<file path="src/rtl/rr_pop_arbiter_pkg.sv">
// Shared definitions for the round-robin pop arbiter: FSM states,
// destination-field layout and the destination decoder.
package rr_pop_arbiter_pkg;

    localparam int unsigned N_IN   = 4;
    // Destination index occupies the DEST_W most significant bits of a word.
    localparam int unsigned DEST_W = 2;

    typedef enum logic [1:0] {
        IDLE   = 2'd0,
        ACTIVE = 2'd1,
        PAUSE  = 2'd2
    } state_t;

    function automatic logic [3:0] dest_onehot(input logic [DEST_W-1:0] dest);
        return 4'b0001 << dest;
    endfunction

endpackage

</file>
<file path="src/rtl/rr_grant4.sv">
// Combinational round-robin picker: first requester after 'last', wrapping 3->0.
module rr_grant4 (
    input  logic [3:0] request,
    input  logic [1:0] last,
    output logic [3:0] grant,
    output logic [1:0] grant_idx
);

    logic       found;
    logic [1:0] idx;

    always_comb begin
        grant     = '0;
        grant_idx = last;
        found     = 1'b0;
        idx       = last;
        for (int unsigned k = 1; k <= 4; k++) begin
            idx = last + 2'(k);
            if (!found && request[idx]) begin
                found      = 1'b1;
                grant_idx  = idx;
                grant[idx] = 1'b1;
            end
        end
    end

endmodule

</file>
<file path="src/rtl/rr_pop_arbiter.sv">
// Pops the input FIFO bank round-robin and routes each word to an output
// FIFO by its destination field, with a fixed 2-cycle pop-to-push latency.
module rr_pop_arbiter #(
    parameter int unsigned DATA_W = 6,
    parameter int unsigned N_IN   = 4
) (
    input  logic              clk,
    input  logic              reset_L,
    input  logic              enable,
    input  logic [N_IN-1:0]   empty_in,
    input  logic [DATA_W-1:0] data_in0,
    input  logic [DATA_W-1:0] data_in1,
    input  logic [DATA_W-1:0] data_in2,
    input  logic [DATA_W-1:0] data_in3,
    input  logic [N_IN-1:0]   almost_full_in,
    output logic [N_IN-1:0]   pop_out,
    output logic [N_IN-1:0]   push_out,
    output logic [DATA_W-1:0] data_out,
    output logic [1:0]        state_out,
    output logic              idle_out
);

    import rr_pop_arbiter_pkg::*;

    localparam int unsigned DEST_MSB = DATA_W - 1;
    localparam int unsigned DEST_LSB = DATA_W - DEST_W;

    state_t            state, state_nxt;
    logic [1:0]        last;
    logic [N_IN-1:0]   request;
    logic [N_IN-1:0]   grant;
    logic [1:0]        grant_idx;
    logic              any_req, any_af, issue;
    logic              pend_valid;
    logic [1:0]        pend_src;
    logic              out_valid;
    logic [DATA_W-1:0] captured;

    assign request = ~empty_in;
    assign any_req = |request;
    assign any_af  = |almost_full_in;

    rr_grant4 u_grant (
        .request   (request),
        .last      (last),
        .grant     (grant),
        .grant_idx (grant_idx)
    );

    // Stop/pause decisions use this cycle's flags, so a pop is never issued
    // in the cycle that leaves ACTIVE.
    always_comb begin
        state_nxt = state;
        issue     = 1'b0;
        case (state)
            ACTIVE: begin
                if (any_af)                    state_nxt = PAUSE;
                else if (!enable || !any_req)  state_nxt = IDLE;
                else                           issue     = 1'b1;
            end
            PAUSE: begin
                if (!enable)                   state_nxt = IDLE;
                else if (!any_af)              state_nxt = ACTIVE;
            end
            default: begin
                if (enable && any_req && !any_af) state_nxt = ACTIVE;
                else                              state_nxt = IDLE;
            end
        endcase
    end

    assign pop_out = issue ? grant : '0;

    always_comb begin
        case (pend_src)
            2'd0:    captured = data_in0;
            2'd1:    captured = data_in1;
            2'd2:    captured = data_in2;
            default: captured = data_in3;
        endcase
    end

    always_ff @(posedge clk or negedge reset_L) begin
        if (!reset_L) begin
            state      <= IDLE;
            idle_out   <= 1'b1;
            last       <= 2'd3;
            pend_valid <= 1'b0;
            pend_src   <= '0;
            out_valid  <= 1'b0;
            data_out   <= '0;
        end else begin
            state      <= state_nxt;
            idle_out   <= (state_nxt == IDLE);
            pend_valid <= issue;
            out_valid  <= pend_valid;
            if (issue) begin
                last     <= grant_idx;
                pend_src <= grant_idx;
            end
            if (pend_valid) data_out <= captured;
        end
    end

    assign push_out  = out_valid ? dest_onehot(data_out[DEST_MSB:DEST_LSB]) : '0;
    assign state_out = state;

endmodule

</file>
<file path="config.mk">
export PLATFORM = sky130hd
export DESIGN_NAME = rr_pop_arbiter
export DESIGN_NICKNAME = d
export VERILOG_FILES = /design/src/rtl/rr_pop_arbiter_pkg.sv /design/src/rtl/rr_grant4.sv /design/src/rtl/rr_pop_arbiter.sv
export SDC_FILE = /design/constraint.sdc
export NUM_CORES = 1
export LEC_CHECK = 0
export BUFFER_PORTS_ARGS = -buffer_cell sky130_fd_sc_hd__buf_2
export CORE_ASPECT_RATIO = 2
export CORE_MARGIN = 2
export CORE_UTILIZATION = 40
export CTS_BUF_LIST = sky130_fd_sc_hd__clkbuf_16
export DETAILED_ROUTE_END_ITERATION = 16
export PLACE_DENSITY = 0.72
export SYNTH_ARGS = -nofsm -noshare
export SYNTH_HDL_FRONTEND = slang
export SYNTH_SLANG_ARGS = --single-unit
</file>
<file path="constraint.sdc">
create_clock -name clk -period 2.58 [get_ports clk]
set_input_delay 0.129 -clock clk [delete_from_list [all_inputs] [get_ports clk]]
set_output_delay 0.129 -clock clk [all_outputs]
set_load 0.01 [all_outputs]
</file>
==> impl_metrics.sql, run 1 <==
INSERT INTO impl_metrics (metric_group, metric, value, unit) VALUES
('outcome', 'outcome', 'finished clean', ''),
('routing', 'drt.antenna.violating_nets', '0', ''),
('worst_setup_path', 'maximum_net_fanout_on_the_critical_path', '6', ''),
('worst_setup_path', 'timing.critical_path.required', '2.45', 'ns'),
('sta', 'period_share', '96.5', '%'),
('worst_setup_path', 'critPathArrivalTime', '2.36', 'ns'),
('logic_synthesis', 'syn-instance-count', '116', ''),
('placed_design', 'io_buffer_count', '51', ''),
('global_route', 'first_global_vias', '1099', ''),
('logic_synthesis', 'ys_types', '38', ''),
('sta', 'post_route_setup_tns', '0', 'ns'),
('placed_design', 'postPlaceCellArea', '0.00156', 'mm2'),
('logic_synthesis', 'syn-mean-instance-area', '10.9', 'um2'),
('logic_synthesis', 'yosysWarningCount', '0', ''),
('logic_synthesis', 'synth_fp_nets', '161', ''),
('floorplan', 'design.core.area', '0.00308', 'mm2'),
('floorplan', 'starting_density_of_the_core', '41.2', '%'),
('floorplan', 'die_x', '43.8', 'um'),
('placed_design', 'routability_congestion_estimate_from_global_placement', '0.767', ''),
('clocking', 'clockBufferDepth', '2', ''),
('routing', 'drt-pass1-iter-count', '4', ''),
('sta', 'post-route-min-period', '2.49', 'ns'),
('routing', 'overall_routed_net_length', '2.76', 'mm'),
('logic_synthesis', 'synth_top_cell_area_share', '23.6', '%'),
('sta', 'worst_slew_margin_rel', '65.3', '%'),
('clocking', 'cts_buffer_count', '3', ''),
('clocking', 'cts_tree', 'done', ''),
('sta', 'fin_skew', '0.00113', 'ns'),
('pwr', 'irDropWorstVdd', '389', 'uV'),
('global_route', 'grt.overflow.total', '0', ''),
('logic_synthesis', 'synth_sequential_area_ratio', '29.9', '%'),
('floorplan', 'die-area', '0.00367', 'mm2'),
('worst_setup_path', 'critical-path-top-delay-family', 'flip-flops', ''),
('worst_setup_path', 'critical_path_class', 'flip-flop to output port', ''),
('routing', 'vias_per_cell', '5.74', ''),
('worst_setup_path', 'critical_path.slowest_cell', 'dfstp_2', ''),
('finish', 'finish.instance_area', '0.00170', 'mm2'),
('sta', 'slew_viol_final', '0', ''),
('routing', 'routedWlPerCell', '13.7', 'um'),
('clocking', 'clk_latency', '0.24', 'ns'),
('sta', 'hold_ws', '0.310', 'ns'),
('logic_synthesis', 'area_leader_netlist', 'dfrtp_1', ''),
('routing', 'detail_route.drc_violations', '0', ''),
('min_path', 'hp-class', 'primary input to flip-flop', ''),
('pwr', 'power.static_leakage', '0.000800', 'uW'),
('routing', 'count_of_vias_placed_by_the_detailed_router', '1154', ''),
('job', 'number_of_maximum_capacitance_constraint_violations', '0', ''),
('global_route', 'antenna_found_initial', '0', ''),
('pwr', 'power_density', '395', 'mW/mm2'),
('logic_synthesis', 'mappedNetlistArea', '0.00127', 'mm2'),
('worst_setup_path', 'crit_path_cell_trace', 'inv_2, ha_4, mux4_2, nand2_4, and2b_2, a22oi_2, a21oi_1, buf_2', ''),
('sta', 'achievable-frequency', '402', 'MHz'),
('sta', 'number_of_failing_hold_endpoints_at_the_final_stage', '0', ''),
('global_route', 'grt_max_degree', '18', ''),
('worst_setup_path', 'slowest_stage_delay_on_critical_path', '0.53', 'ns'),
('floorplan', 'placementRows', '29', ''),
('floorplan', 'num_io_pins', '52', ''),
('finish', 'multi_input_area', '880', 'um2'),
('global_route', 'groute.usage.overall', '16.6', '%'),
('finish', 'final_nets', '216', ''),
('logic_synthesis', 'ys_top_cells_by_area', 'dfrtp_1 24%, mux4_2 18%, ha_1 9.9%', ''),
('floorplan', 'die-height', '83.7', 'um'),
('finish', 'area_delta_synth_final', '33.7', '%'),
('global_route', 'first_pass_grt_wire_length', '4.81', 'mm'),
('worst_setup_path', 'critical_path.endpoint_type', 'output port', ''),
('sta', 'setup_violations', '0', ''),
('clocking', 'tritoncts_num_sinks', '15', ''),
('logic_synthesis', 'ys_seq_elements', '15', ''),
('worst_setup_path', 'buffers_plus_inverters_on_the_worst_setup_path', '2', ''),
('finish', 'ratio_of_cells_with_drive_above_1_in_the_final_layout', '53.5', '%'),
('sta', 'worst_pin_slew', '0.516', 'ns'),
('routing', 'dr.first_iter.drc_count', '12', ''),
('clocking', 'cts.htree.levels', '1', ''),
('finish', 'fillerInstances', '290', ''),
('clocking', 'clock_tree.root_cell', 'clkbuf_16', ''),
('clocking', 'cts.reportedPaths.clkPinSlew', '0.05', 'ns'),
('finish', 'layout.area.seq', '379', 'um2'),
('finish', 'n_antenna_cell', '0', ''),
('worst_setup_path', 'worstSetupStartpointType', 'flip-flop', '');
==> per-layer routing <==
metal  part of all wire (%)  up-vias  global-route usage, %
met2                     54       36                   27.1
met5                      0        -                      0
met1                     40      561                   21.8
met4                   0.91        0                   4.41
li1                       -      555                      -
met3                    5.3        2                   3.25
==> cells in the final DEF, fill, tap and decap left out, types with 2 or more instances in the layout <==
cell and count:
mux2_2 7, ha_1 9, nor2_1 5, a21oi_1 7
dfstp_2 3, nor3b_1 2, nor2b_1 4, and3_1 2
clkbuf_16 3, mux2i_1 2, buf_4 5, nand4_1 2
a22oi_2 4, a22oi_1 4, mux4_2 10, o21ai_0 4
buf_2 51, dfrtp_1 12, nor3_1 2, nand2_1 5
inv_1 4, a22o_1 2, inv_2 2, or4_1 2
==> metrics by stage <==
stage | std cells | utilization [%] | setup WS [ns] | total power (uW)
after floorplan | 116 | - | 0.0364 | 325
after global placement | 195 | 50.4 | 0.302 | 369
after detailed placement | 195 | 50.4 | 0.253 | 373
after CTS | 200 | 53.4 | 0.0264 | 669
after global routing | 201 | 55.1 | -0.00175 | 708
final | 201 | 55.1 | 0.0914 | 671
==> cells in the mapped netlist <==
cell type,count
nand3_1,1
mux2_2,7
dfstp_2,3
and3b_1,1
a221oi_1,1
buf_6,1
clkbuf_2,1
nand2_2,1
buf_1,1
nor3b_1,2
o21ai_1,1
nor2_2,1
o211ai_1,1
a22oi_1,8
or4_1,2
nor4_1,1
or3_1,1
a22o_1,2
nor2_1,6
o21bai_1,1
clkbuf_1,3
mux2i_1,2
inv_1,5
o41ai_4,1
nor2b_1,4
nand4_1,2
mux4_2,10
buf_4,1
o22a_1,1
a21oi_1,7
xnor2_1,1
nand2_1,5
dfrtp_1,12
and2b_1,1
and3_1,2
ha_1,10
o21ai_0,4
nor3_1,2
==> final cells by class <==
cell class,instances,area share (%)
timing repair buffer,57,17.8
clock buffer,3,4.42
sequential,15,22.3
clock inverter,1,0.221
multi-input combinational,89,51.8
tap,31,2.28
inverter,5,1.11
==> final timing paths <==
check	cells after the start	to	start	slack, ns
worst max-delay path	8	pop_out[2]	last[1]	0.09
worst min-delay path	3	state_out[0]	almost_full_in[2]	0.31
worst max register to register	7	last[1]	last[1]	0.37
worst min register to register	1	data_out[0]	data_out[0]	0.50
max in group asynchronous	2	last[0]	reset_L	1.97
min in group asynchronous	2	pend_src[1]	reset_L	0.32
==> worst register-to-register path, stage by stage (launching register included) <==
cell,delay [ns]
dfstp_2,0.53
inv_2,0.07
ha_4,0.27
mux4_2,0.51
nand2_4,0.10
nor2_4,0.07
o41ai_4,0.41
o22a_1,0.20
==> cells by family after synthesis <==
group | Yosys count | share of synthesized area [%]
DFF | 15 | 29.9
AOI/OAI and AO/OA | 27 | 15.6
adders and majority gates | 10 | 9.85
muxes | 19 | 25.5
and+or+nand+nor | 32 | 14.0
xor gates and xnor gates | 1 | 0.690
buffers and inverters | 12 | 4.53
==> power by group <==
group          leakage (uW)  switching (uW)  internal (uW)
Sequential         0.000198            4.77            242
Clock             0.0000423            85.0            204
Combinational      0.000560            64.1           70.9
==> state kept, by name (all words and copies together), names as in the netlist <==
register,count
data_out,6
idle_out,1
last,2
out_valid,1
pend_src,2
pend_valid,1
state_out,2
==> timing repair <==
| action | CTS | global route |
|---|---|---|
| cloned | 0 | 0 |
| setup endpoints to repair | 3 | 4 |
| resized for setup | 1 | 10 |
| hold endpoints to repair | 12 | 0 |
| pin swaps | 0 | 0 |
| setup buffers | 0 | 1 |
| hold buffers | 1 | 0 |
Power figures use the tool's default switching activity.
==> run 2, diff against run 1 <==
Settings changed: PLACE_DENSITY 0.72 to 0.83.
==> impl_metrics.sql, run 2 (same netlist as run 1, synthesis figures left out) <==
INSERT INTO impl_metrics (metric_group, metric, value, unit) VALUES
('outcome', 'outcome', 'finished clean', ''),
('sta', 'fin_skew', '0.00196', 'ns'),
('routing', 'vias_per_cell', '5.78', ''),
('sta', 'slew_viol_final', '0', ''),
('routing', 'drt-pass1-iter-count', '4', ''),
('floorplan', 'die_x', '43.8', 'um'),
('routing', 'routedWlPerCell', '14.5', 'um'),
('sta', 'period_share', '97.5', '%'),
('min_path', 'hp-class', 'primary input to flip-flop', ''),
('worst_setup_path', 'critPathArrivalTime', '2.39', 'ns'),
('placed_design', 'place.detailed.hpwl', '2.31', 'mm'),
('placed_design', 'postPlaceCellArea', '0.00156', 'mm2'),
('sta', 'hold_ws', '0.296', 'ns'),
('pwr', 'power_frac_comb', '19.4', '%'),
('pwr', 'irDropWorstVdd', '225', 'uV'),
('global_route', 'grt_max_degree', '18', ''),
('sta', 'achievable-frequency', '397', 'MHz'),
('routing', 'overall_routed_net_length', '2.92', 'mm'),
('sta', 'worst_slew_margin_rel', '71.1', '%'),
('routing', 'detail_route.drc_violations', '0', ''),
('floorplan', 'design.core.area', '0.00308', 'mm2'),
('routing', 'drt.antenna.violating_nets', '0', ''),
('clocking', 'tritoncts_num_sinks', '15', ''),
('finish', 'registers.top_by_ff_count', 'data_out', ''),
('sta', 'number_of_failing_hold_endpoints_at_the_final_stage', '0', ''),
('worst_setup_path', 'critical_path.endpoint_type', 'output port', ''),
('global_route', 'first_global_vias', '1050', ''),
('worst_setup_path', 'worstSetupStartpointType', 'flip-flop', ''),
('clocking', 'clk_latency', '0.24', 'ns'),
('clocking', 'clockBufferDepth', '2', ''),
('clocking', 'cts_tree', 'done', ''),
('pwr', 'power_density', '398', 'mW/mm2'),
('floorplan', 'die-area', '0.00367', 'mm2'),
('sta', 'worst_pin_slew', '0.430', 'ns'),
('clocking', 'cts_buffer_count', '3', ''),
('clocking', 'cts.htree.levels', '1', ''),
('global_route', 'first_pass_grt_wire_length', '4.45', 'mm'),
('finish', 'n_antenna_cell', '0', ''),
('routing', 'count_of_vias_placed_by_the_detailed_router', '1168', ''),
('pwr', 'power.share.switching', '22.9', '%'),
('pwr', 'power.share.clock', '43.8', '%'),
('global_route', 'grt.overflow.total', '0', ''),
('global_route', 'antenna_found_initial', '0', ''),
('finish', 'finish.instance_area', '0.00168', 'mm2'),
('placed_design', 'routability_congestion_estimate_from_global_placement', '0.808', ''),
('floorplan', 'die-height', '83.7', 'um'),
('global_route', 'groute.usage.overall', '15.4', '%'),
('sta', 'post-route-min-period', '2.52', 'ns'),
('floorplan', 'starting_density_of_the_core', '41.2', '%'),
('finish', 'final_cell_mix', '51 x buf_2, 12 x dfrtp_1, 10 x mux4_2', ''),
('finish', 'ratio_of_cells_with_drive_above_1_in_the_final_layout', '52.6', '%'),
('worst_setup_path', 'timing.critical_path.required', '2.45', 'ns'),
('pwr', 'p_int', '517', 'uW'),
('floorplan', 'placementRows', '29', ''),
('finish', 'layout.cells.most_common', 'buf_2', ''),
('job', 'number_of_maximum_capacitance_constraint_violations', '0', ''),
('clocking', 'clock_tree.root_cell', 'clkbuf_16', ''),
('floorplan', 'num_io_pins', '52', ''),
('clocking', 'cts.reportedPaths.clkPinSlew', '0.05', 'ns'),
('routing', 'dr.first_iter.drc_count', '45', ''),
('worst_setup_path', 'critical_path_class', 'flip-flop to output port', ''),
('pwr', 'seq_power_share', '36.8', '%'),
('finish', 'largest_register_ff_count', '6', ''),
('pwr', 'power.static_leakage', '0.000798', 'uW'),
('pwr', 'net-switching-power', '154', 'uW'),
('worst_setup_path', 'maximum_net_fanout_on_the_critical_path', '5', ''),
('sta', 'setup_violations', '0', ''),
('placed_design', 'io_buffer_count', '51', ''),
('finish', 'area_delta_synth_final', '32.6', '%'),
('finish', 'final_nets', '217', '');
run 2: cell count changes in the layout (fill, tap and decap cells not counted):
cell | previous run | this run
clkinv_2 | 0 | 1
nor2_4 | 1 | 0
nand2_4 | 1 | 0
nand2_2 | 0 | 1
inv_1 | 4 | 3
a22oi_2 | 4 | 2
nor2_1 | 5 | 6
buf_4 | 5 | 6
a22oi_1 | 4 | 6
run 2: cell type report:
class	count	area (um2)
fillers	269	1400
multi-input cells	89	857
flip-flops and latches	15	379
repair buffers	58	310
clock buffers	3	75.1
well taps	31	38.8
inverters	5	18.8
clock inverters	1	5.00
run 2: metrics by stage:
step / util, % / total power [uW] / setup WS, ns / TNS [ns] / instances
after floorplan: - / 325 / 0.0364 / 0 / 116
after global placement: 50.4 / 369 / 0.248 / 0 / 195
after detailed placement: 50.4 / 373 / 0.224 / 0 / 195
after CTS: 53.8 / 674 / 0.0169 / 0 / 200
after global routing: 54.6 / 699 / -0.0229 / -0.0229 / 202
final: 54.6 / 671 / 0.0633 / 0 / 202
run 2: final timing paths:
path	start	to	slack, ns	cells after the start
worst max register to register	last[1]	pend_src[1]	0.33	8
max in group asynchronous	reset_L	last[0]	1.97	2
min in group asynchronous	reset_L	data_out[4]	0.31	2
worst min register to register	data_out[3]	data_out[3]	0.50	1
worst max-delay path	last[1]	pop_out[3]	0.06	8
worst min-delay path	almost_full_in[2]	state_out[0]	0.30	3
run 2: power by group through the flow:
| stage | logic, uW | clock network (uW) | registers, uW |
|---|---|---|---|
| floorplan | 74.1 | 0 | 251 |
| finish | 130 | 294 | 246 |
| global placement | 120 | 0 | 249 |
| global route | 143 | 309 | 247 |
| detailed placement | 123 | 0 | 250 |
| CTS | 127 | 301 | 246 |
run 2: critical path, cell delays in order, from the launching register on:
cell and delay, ns:
dfstp_2 0.53, inv_2 0.07, ha_4 0.29, mux4_2 0.50, nand2_2 0.10, and2b_2 0.28
a22oi_1 0.16, a21oi_1 0.08, buf_2 0.14
run 2: routing by layer:
| layer | wire [um] | GRT usage, % |
|---|---|---|
| met1 | 1160 | 18.3 |
| met5 | 0 | 0 |
| met3 | 223 | 1.95 |
| met4 | 37 | 5.79 |
| met2 | 1490 | 27.0 |
run 2: repair_timing:
item                                    in CTS  in global routing
endpoints found under the setup margin       4                  4
hold buffers                                 1                  0
buffers inserted                             0                  2
endpoints found under the hold margin       12                  0
pin swaps                                    0                  1
gates resized for setup                      1                  5
